`src/rtl/predictor_scheduler.sv`:
```
// Arbitrates between fetch lookups and execute resolutions for a branch
// predictor, tracking in-flight predictions in a small circular queue.
module predictor_scheduler #(
  parameter int unsigned DEPTH = 4
) (
  input  logic                     clk,
  input  logic                     rst_n,
  input  logic                     fetch_req,
  output logic                     fetch_grant,
  input  logic                     exec_valid,
  input  logic                     exec_taken,
  output logic                     exec_ack,
  output logic                     pred_request,
  output logic                     pred_result,
  output logic                     pred_taken,
  input  logic                     pred_prediction,
  output logic                     pred_valid,
  output logic                     pred_out,
  output logic                     mispredict,
  output logic [$clog2(DEPTH):0]   inflight,
  output logic                     underflow_err
);

  localparam int unsigned PW = $clog2(DEPTH);
  localparam int unsigned CW = PW + 1;

  typedef enum logic [1:0] {IDLE, WAIT_PRED, FLUSH} state_t;

  state_t           state_q, state_d;
  logic [DEPTH-1:0] fifo_q, fifo_d;
  logic [PW-1:0]    head_q, head_d, tail_q, tail_d;
  logic [CW-1:0]    cnt_q, cnt_d;
  logic             misp_q, misp_d;
  logic             uflow_q, uflow_d;

  // State, queue and status registers.
  always_ff @(posedge clk or negedge rst_n) begin
    if (!rst_n) begin
      state_q <= IDLE;
      fifo_q  <= '0;
      head_q  <= '0;
      tail_q  <= '0;
      cnt_q   <= '0;
      misp_q  <= 1'b0;
      uflow_q <= 1'b0;
    end else begin
      state_q <= state_d;
      fifo_q  <= fifo_d;
      head_q  <= head_d;
      tail_q  <= tail_d;
      cnt_q   <= cnt_d;
      misp_q  <= misp_d;
      uflow_q <= uflow_d;
    end
  end

  // Next-state and handshake decode; resolution wins over lookup in IDLE.
  always_comb begin
    state_d      = state_q;
    fifo_d       = fifo_q;
    head_d       = head_q;
    tail_d       = tail_q;
    cnt_d        = cnt_q;
    misp_d       = 1'b0;
    uflow_d      = uflow_q;
    fetch_grant  = 1'b0;
    exec_ack     = 1'b0;
    pred_request = 1'b0;
    pred_result  = 1'b0;
    pred_taken   = 1'b0;
    pred_valid   = 1'b0;
    pred_out     = 1'b0;

    case (state_q)
      IDLE: begin
        if (exec_valid) begin
          exec_ack = 1'b1;
          if (cnt_q != '0) begin
            pred_result = 1'b1;
            pred_taken  = exec_taken;
            if (fifo_q[head_q] != exec_taken) begin
              head_d  = '0;
              tail_d  = '0;
              cnt_d   = '0;
              misp_d  = 1'b1;
              state_d = FLUSH;
            end else begin
              head_d = head_q + PW'(1);
              cnt_d  = cnt_q - CW'(1);
            end
          end else begin
            uflow_d = 1'b1;
          end
        end else if (fetch_req && (cnt_q < CW'(DEPTH))) begin
          fetch_grant  = 1'b1;
          pred_request = 1'b1;
          state_d      = WAIT_PRED;
        end
      end
      WAIT_PRED: begin
        pred_valid     = 1'b1;
        pred_out       = pred_prediction;
        fifo_d[tail_q] = pred_prediction;
        tail_d         = tail_q + PW'(1);
        cnt_d          = cnt_q + CW'(1);
        state_d        = IDLE;
      end
      FLUSH: begin
        state_d = IDLE;
      end
      default: begin
        state_d = IDLE;
      end
    endcase

    // Combinational outputs are held quiet while reset is asserted.
    if (!rst_n) begin
      fetch_grant  = 1'b0;
      exec_ack     = 1'b0;
      pred_request = 1'b0;
      pred_result  = 1'b0;
      pred_taken   = 1'b0;
      pred_valid   = 1'b0;
      pred_out     = 1'b0;
    end
  end

  assign mispredict    = misp_q;
  assign inflight      = cnt_q;
  assign underflow_err = uflow_q;

endmodule
```
`config.mk`:
```
export PLATFORM = sky130hd
export DESIGN_NAME = predictor_scheduler
export DESIGN_NICKNAME = d
export VERILOG_FILES = /design/src/rtl/predictor_scheduler.sv
export SDC_FILE = /design/constraint.sdc
export NUM_CORES = 1
export LEC_CHECK = 0
export BUFFER_PORTS_ARGS = -buffer_cell sky130_fd_sc_hd__buf_2
export CAP_MARGIN = 25
export CORE_MARGIN = 3
export CORE_UTILIZATION = 53
export DETAILED_ROUTE_END_ITERATION = 7
export PLACE_DENSITY = 0.81
export SETUP_SLACK_MARGIN = 0.1
export SLEW_MARGIN = 20
export SYNTH_ARGS = -nofsm -noshare
export SYNTH_HDL_FRONTEND = slang
export SYNTH_SLANG_ARGS = --single-unit
```
`constraint.sdc`:
```
create_clock -name clk -period 1.9 [get_ports clk]
set_clock_uncertainty 0.05 [all_clocks]
set_input_delay 0.38 -clock clk [delete_from_list [all_inputs] [get_ports clk]]
set_output_delay 0.38 -clock clk [all_outputs]
set_load 0.02 [all_outputs]
```
After elaboration in Yosys (flattened, before gate mapping)
Cells that the tools add are included.

cells by class
  multiplexer cells = 42
  $mul = 0
  div/mod/pow operators = 0
  reduce and logical (&&, ||, !) cells = 10
  order comparisons = 4
  eq/ne operators = 8
  bitwise logic cells = 1
  add/subtract/negate cells = 4
  shift operators = 0

operators by type and width
  operator                                                            number
  2-to-1 mux 1 bit                                                    25
  2-to-1 mux 2 bit                                                    9
  AND reduction 3 bit                                                 4
  2-to-1 mux 3 bit                                                    3
  != test 3 bit (second input constant)                               3
  less-than comparator 2 x 3 -> 1 bit (second input constant)         2
  != test 2 bit (second input constant)                               3
  one-hot mux 3 bit (2 select lines)                                  1
  adder 2 x 1 -> 2 bit (second input constant)                        2
  bitwise mux 4 bit                                                   1
  one-hot mux 2 bit (2 select lines)                                  1
  AND reduction 4 bit                                                 1
  adder 3 x 1 -> 3 bit (second input constant)                        1
  less-than comparator 3 bit (second input constant)                  1
  nonzero test 3 bit                                                  1
  subtractor 3 x 1 -> 3 bit (second input constant)                   1
  binary-select mux 1 bit (select 2 bit)                              1
  demux 1 bit (select 2 bit)                                          1
  == test 2 x 1 -> 1 bit (second input constant)                      1
  greater-or-equal comparator 2 x 1 -> 1 bit (second input constant)  1
  logical AND 1 bit                                                   2
  logical NOT 2 bit                                                   1
  nonzero test 2 bit                                                  1
  != test 1 bit                                                       1
  NOT 1 bit                                                           1

storage, ports and cells
  input port bits = 6
  memory bits (writable) = 0
  latch bits = 0
  memories kept = 0
  bits in read-only memories = 0
  register bits after elaboration = 15

Longest topological paths before layout
Gate-level depths: netlist of the first run.

  word-level depth = 7
  depth in mapped cells = 6

Worst setup path after synthesis of the first run
Ideal clock, no wire load.

  path kind = reg2out
  start point = register cnt_q[0], in the netlist inflight[0]
  end point = output port pred_taken
  data required time = 1.470 ns
  data arrival time = 1.816 ns
  slack = -0.346 ns
  buffers on the path = 0
  cell stages (with the launch flop) = 7
  cell sequence = dfrtp_1 -> inv_1 -> ha_1 -> nand2b_1 -> nand3_1 -> nor2_1 -> and2_1

on the way
  cells in the longest elaborated chain, start to end = 5

ends and longest elaborated chain
  what                      line  text
  start: declaration        32    logic [CW-1:0] cnt_q, cnt_d;
  start signal: assignment  51    cnt_q <= cnt_d;
  nonzero test 3 bit        78    if (cnt_q != '0) begin
  2-to-1 mux 1 bit          78
  2-to-1 mux 1 bit          76    if (exec_valid) begin
  2-to-1 mux 1 bit          74    case (state_q)
  2-to-1 mux 1 bit          117   if (!rst_n) begin
  end: declaration          15    output logic pred_taken,

Every way passes these cells.

Final worst setup path of the first run
Ends and elaborated chain as after synthesis.

==> metrics.txt, run 1 <==
result of the run=completed; TritonRoute pass-1 iters=4; number of standard cells after synthesis=92; data arrival at the endpoint of the critical path=1410 ps; Synth Register Bits=15; maximum buffer depth of the clock tree=2; antenna violations before repair=0; number of vias in the routed layout=816; Post-Syn Nets=105; utilization of the core after routing=0.809; Yosys top cell area share=0.401; fin nets=140; post-synthesis area per instance=10.2 um2; CTS tree=built; total setup violations reported at the end of the flow=0; final wirelength=2500 um; Worst R2R End=inflight[0]$_DFFE_PN0P_; CP Max Fanout=3; Setup crit start=inflight[0]$_DFFE_PN0P_; cell with the biggest individual delay on the critical path=sky130_fd_sc_hd__dfrtp_2; dominant cell type by area after synthesis=sky130_fd_sc_hd__dfrtp_1; maximum VDD drop=933 uV; Internal Pwr Total=1.17 mW; power per cell area=1640 nW/um2; number of enable-type register cells in the synthesized netlist=0; source-to-sink clock delay at the later pin of the worst-skew pair=290 ps; Sum Neg Setup Slack=0 ps; area share of xor/xnor cells in the synthesized design=0.0468; crit-path max cell delay=430 ps; CTS clk-pin slew, worst paths=100 ps; number of global-route vias before repair=787; IO Port Bufs=17; switching share of power=0.441; remaining global-route overflow=0; maximum level of the CTS H-tree=1; maxcap violations=0; worst slew pin tran=327 ps; worst-case headroom to the max-slew limit=0.777; last weighted congestion value of the routability-driven placer=0.849; Hold Worst Slack=40.6 ps; Worst Reg2Reg Path Length in Cells=4; Hold Crit Class=in -> async; gr usage total=0.216; Yosys warning count=0; area delta synth->final=36.2%; kind of capture point of the worst setup path=output port; chip width=48.0 um; cells along the critical path=inv_2, ha_4, nand2b_4, nand3_4, nor2_4, and2_4, buf_6; fin crit period=1840 ps; layout filler cell count=89; Ports=18; final antenna diode count=0; most common flop cell mapped by yosys=sky130_fd_sc_hd__dfrtp_1; required time at the worst-slack endpoint=1470 ps; setup repair after global routing missed its margin=true; mean routed wirelength per cell=17.6 um; dominant combinational cell family by area after synthesis=simple AND/OR/NAND/NOR gates; multiplexer area fraction after synthesis=0.127; largest net degree at the start of global routing=10; setup slack, reg-to-reg=280 ps; count of endpoints failing hold in the final timing report=0; number of nets still failing antenna checks after routing=0; number of vias per cell after detailed routing=5.75; startpoint type of the worst setup path=register; Worst Setup Slack, final=62.9 ps; vertical extent of the die=48.0 um; Comb power frac=0.628; Synth Area in Compound Gates=0.124; startpoint of the lowest-slack register-to-register path=head_q[1]$_DFFE_PN0P_; leakage power=0.599 nW; number of remaining DRC errors=0; global-route wire length before repair=3390 um; die area=2310 um2; Cell variety after synth=28; FP Rows=14; placed wire-length estimate after detailed placement=1470 um; number of cells in the finished layout apart from fillers=142; post-synthesis share of cell area spent on full adders, half adders and majority gates=0.0936; clock root buffer=sky130_fd_sc_hd__clkbuf_4; post-synthesis async set-or-reset flop share=1.00; Sequential Power Share=0.280; count of placed standard cells including taps=126; number of clock sinks seen by CTS=15; sw power=0.923 mW; ranking of synthesized cells by area=sky130_fd_sc_hd__dfrtp_1 (40%), sky130_fd_sc_hd__ha_1 (9.4%), sky130_fd_sc_hd__mux2_2 (6.0%); initial core utilization=0.594; Netlist Area Pre-Place=936 um2; part of the total power dissipated in the clock network=0.092; FF+latch area=379 um2; simple logic cell fraction of the synthesized area=0.156; pre-CTS setup slack=119 ps; number of buffers inserted during clock tree synthesis=3; sequential cell area fraction in the yosys report=0.401; share of layout cells above drive strength 1=0.476; area used by multi-input combinational logic=583 um2; Slew Viols, Final=0; Max Freq=544 MHz; most used standard cell by instance count after synthesis=sky130_fd_sc_hd__dfrtp_1; starting DRC count in detailed routing=17; Worst Path Class, Setup=reg -> out; crit share post-route=0.967; core region area=1580 um2; most numerous cell types in the synthesized netlist=sky130_fd_sc_hd__dfrtp_1 (15), sky130_fd_sc_hd__nand2_1 (9), sky130_fd_sc_hd__ha_1 (7)
==> registers in the layout (all words and copies together), names as in the netlist <==
register,count
fifo_q,4
inflight,3
head_q,2
state_q,2
tail_q,2
mispredict,1
underflow_err,1
==> worst max-delay path, delay by kind of cell (launching register included) <==
kind / cells / cell delay, ps
simple gates: 4 / 330
flops: 1 / 430
buf+inv: 2 / 200
fa+ha+maj: 1 / 150
==> how the worst max path moves through the flow <==
stage	end	slack, ps	cells after the start
4_1_cts	pred_taken	80	7
5_1_grt	fetch_grant	-20	5
3_3_place_gp	pred_taken	150	7
2_1_floorplan	pred_taken	120	6
6_report	pred_taken	60	7
3_5_place_dp	pred_taken	120	7
==> per-layer routing <==
metal | global-route usage | wire [um] | up-vias
met3 | 0.0376 | 48 | 6
met2 | 0.359 | 1290 | 17
li1 | - | - | 385
met1 | 0.265 | 1110 | 408
met5 | 0 | 0 | -
met4 | 0.108 | 51 | 0
==> power by group through the flow <==
stage / Sequential [mW] / Combinational [mW] / Clock, mW
4_1_cts: 0.575 / 1.17 / 0.189
3_3_place_gp: 0.578 / 0.939 / 0
2_1_floorplan: 0.613 / 0.700 / 0
5_1_grt: 0.597 / 1.39 / 0.204
6_report: 0.585 / 1.31 / 0.193
3_5_place_dp: 0.588 / 0.976 / 0
==> kinds of logic after synthesis <==
kind of cell | Yosys count
mux | 10
buf+inv | 10
flops | 15
simple gates | 30
xor+xnor | 5
compound gates | 15
fa+ha+maj | 7
==> cell usage in the layout, fill, tap and decap left out, drive strengths merged <==
master	count
o311ai	1
nand2b	3
dlygate4sd3	1
and2	2
inv	6
ha	7
clkinv	1
a2bb2oi	1
a31oi	1
buf	33
o41ai	1
nand2	9
nand3	1
o21ai	4
a41o	1
a21oi	3
and3	3
a211oi	1
xor2	3
o31ai	1
xnor2	2
dfrtp	15
mux2	5
nor2	6
nor2b	4
nor3	2
mux2i	5
o221ai	1
clkbuf	3
==> metrics by stage <==
stage	total power, mW	cell area, um2
2_1_floorplan	1.31	963
3_3_place_gp	1.52	1080
3_5_place_dp	1.56	1080
4_1_cts	1.93	1220
5_1_grt	2.20	1270
6_report	2.09	1270
==> area by class of cell <==
cell class	count	area share
clock inverter	1	0.00393
inverter	6	0.0177
timing repair buffer	34	0.190
tap	16	0.0157
multi-input combinational	67	0.457
sequential	15	0.297
clock buffer	3	0.0177
==> timing repair <==
action / in CTS / in global routing
setup buffers: 7 / 4
gates resized for setup: 12 / 8
setup endpoints to repair: 5 / 6
gates cloned: 0 / 0
hold buffers: 1 / 0
endpoints found under the hold margin: 5 / 0
pin swaps: 2 / 1
(Power assumes the default switching activity.)
==> run 2, diff against run 1 <==
Clock period 1.9 ns to 1.83 ns, I/O delays scaled along.
==> run 2 against run 1 <==
Effect of this change: the flow now finishes with violations (negative setup slack); cell count down 0.70%; non-clock buffer count down 1; worst setup slack worse by 84 ps; sequential share of layout area about the same; sequential power up 6.2%; flip-flop and latch count unchanged; via count down 1.3%; global-route usage up 0.16 points; total power up 0.88%; clock power up 6%; cell area up 0.20%; clock-buffer cell count unchanged; largest cell class unchanged.
==> metrics.txt, run 2 (same netlist as run 1, synthesis figures left out) <==
startpoint of the lowest-slack register-to-register path=state_q[0]$_DFFE_PN0P_; Worst Path Class, Setup=reg -> out; FP Rows=14; final antenna diode count=0; vertical extent of the die=48.0 um; maximum level of the CTS H-tree=1; leakage power=0.593 nW; TritonRoute pass-1 iters=4; Worst Setup Slack, final=-20.7 ps; number of vias per cell after detailed routing=5.71; largest net degree at the start of global routing=10; crit share post-route=1.01; remaining global-route overflow=0; fin nets=139; chip width=48.0 um; share of layout cells above drive strength 1=0.480; power per cell area=1650 nW/um2; startpoint type of the worst setup path=register; maximum buffer depth of the clock tree=2; max reg flops=4; maxcap violations=0; clock root buffer=sky130_fd_sc_hd__clkbuf_4; data arrival at the endpoint of the critical path=1430 ps; Worst Reg2Reg Path Length in Cells=6; die area=2310 um2; number of vias in the routed layout=805; antenna violations before repair=0; final wirelength=2290 um; cells along the critical path=inv_2, ha_4, nand2b_4, nand3_4, nor2_4, and2_4, buf_6; Top Family by Delay on Critical Path=simple AND/OR/NAND/NOR gates; count of endpoints failing hold in the final timing report=0; initial core utilization=0.594; fin crit period=1850 ps; Hold Worst Slack=26.4 ps; worst slew pin tran=297 ps; area delta synth->final=36.5%; worst-case headroom to the max-slew limit=0.798; Slew Viols, Final=0; Max Freq=540 MHz; gr usage total=0.217; violations in the final reports=negative setup slack; setup repair after global routing missed its margin=true; total setup violations reported at the end of the flow=1; global-route wire length before repair=3400 um; CP Max Fanout=2; CTS tree=built; crit-path max cell delay=390 ps; result of the run=finished, violations left; required time at the worst-slack endpoint=1410 ps; number of nets still failing antenna checks after routing=0; Worst R2R End=inflight[0]$_DFFE_PN0P_; IO Port Bufs=17; CTS clk-pin slew, worst paths=100 ps; cell with the biggest individual delay on the critical path=sky130_fd_sc_hd__dfrtp_2; Ports=18; number of clock sinks seen by CTS=15; most common library cell in the layout ignoring fill and taps=sky130_fd_sc_hd__buf_4; last weighted congestion value of the routability-driven placer=0.786; kind of capture point of the worst setup path=output port; placed wire-length estimate after detailed placement=1480 um; number of global-route vias before repair=741; core region area=1580 um2; setup slack, reg-to-reg=240 ps; top library cells by usage in the layout, fill and taps aside=sky130_fd_sc_hd__buf_4 (16), sky130_fd_sc_hd__buf_2 (12), sky130_fd_sc_hd__dfrtp_1 (11); total buffers and inverters traversed by the critical path=2; source-to-sink clock delay at the later pin of the worst-skew pair=290 ps; starting DRC count in detailed routing=9; number of buffers inserted during clock tree synthesis=3; Hold Crit Class=in -> async; register ranked first by flip-flop count=fifo_q; mean routed wirelength per cell=16.2 um; maximum VDD drop=1070 uV; utilization of the core after routing=0.810; number of remaining DRC errors=0
[run 2: cell types whose count changed in the layout (fill, tap and decap cells not counted), sizes merged]
cell / before / now
buf: 33 / 32
[run 2: what timing repair did]
action,in CTS,in global routing
gates resized for setup,13,10
setup buffers,9,1
gates cloned,0,0
hold buffers,1,0
setup endpoints to repair,6,6
pin swaps,3,3
hold endpoints to repair,5,0
[run 2: where the power goes]
group	switching (mW)	internal, mW
combinational	0.655	0.629
clock	0.123	0.0814
sequential	0.146	0.476
[run 2: worst register-to-register path, delay by kind of cell, from the launching register on]
family | cells | cell delay (ps)
and+or+nand+nor | 1 | 120
muxes | 1 | 270
buffers and inverters | 2 | 290
DFF | 1 | 440
AOI/OAI and AO/OA | 2 | 310
[run 2: how the worst max path moves through the flow]
stage                                        from      endpoint  slack (ps)  depth (start not counted)
after global routing      inflight[0]$_DFFE_PN0P_    pred_taken         -80                          7
after floorplan            state_q[1]$_DFFE_PN0P_  pred_request         100                          5
after global placement    inflight[0]$_DFFE_PN0P_    pred_taken         200                          7
final                     inflight[1]$_DFFE_PN0P_    pred_taken         -20                          7
after detailed placement  inflight[0]$_DFFE_PN0P_    pred_taken         170                          7
after CTS                 inflight[1]$_DFFE_PN0P_    pred_taken          20                          7
[run 2: metrics by stage]
step                      cell area (um2)  std cells  worst slack, ps  power, mW  TNS [ps]
final                                1280        141            -20.7       2.11     -20.7
after detailed placement             1090        126              166       1.64         0
after global placement               1090        126              199       1.60         0
after floorplan                       971         92             99.5       1.39         0
after CTS                            1230        140             21.8       2.03         0
after global routing                 1280        141            -79.2       2.25      -105
[run 2: area by class of cell]
type	count	area [um2]
Fill cell	94	299
Sequential cell	15	380
Clock inverter	1	5.00
Timing Repair Buffer	33	235
Inverter	6	27.5
Tap cell	16	20.0
Clock buffer	3	22.5
Multi-Input combinational cell	67	587
[run 2: routing by layer]
metal	global-route usage	vias to the layer above	wire [um]
met3	0.0564	8	139
met2	0.348	32	1180
li1	-	381	-
met4	0.102	0	68
met5	0	-	0
met1	0.270	384	899
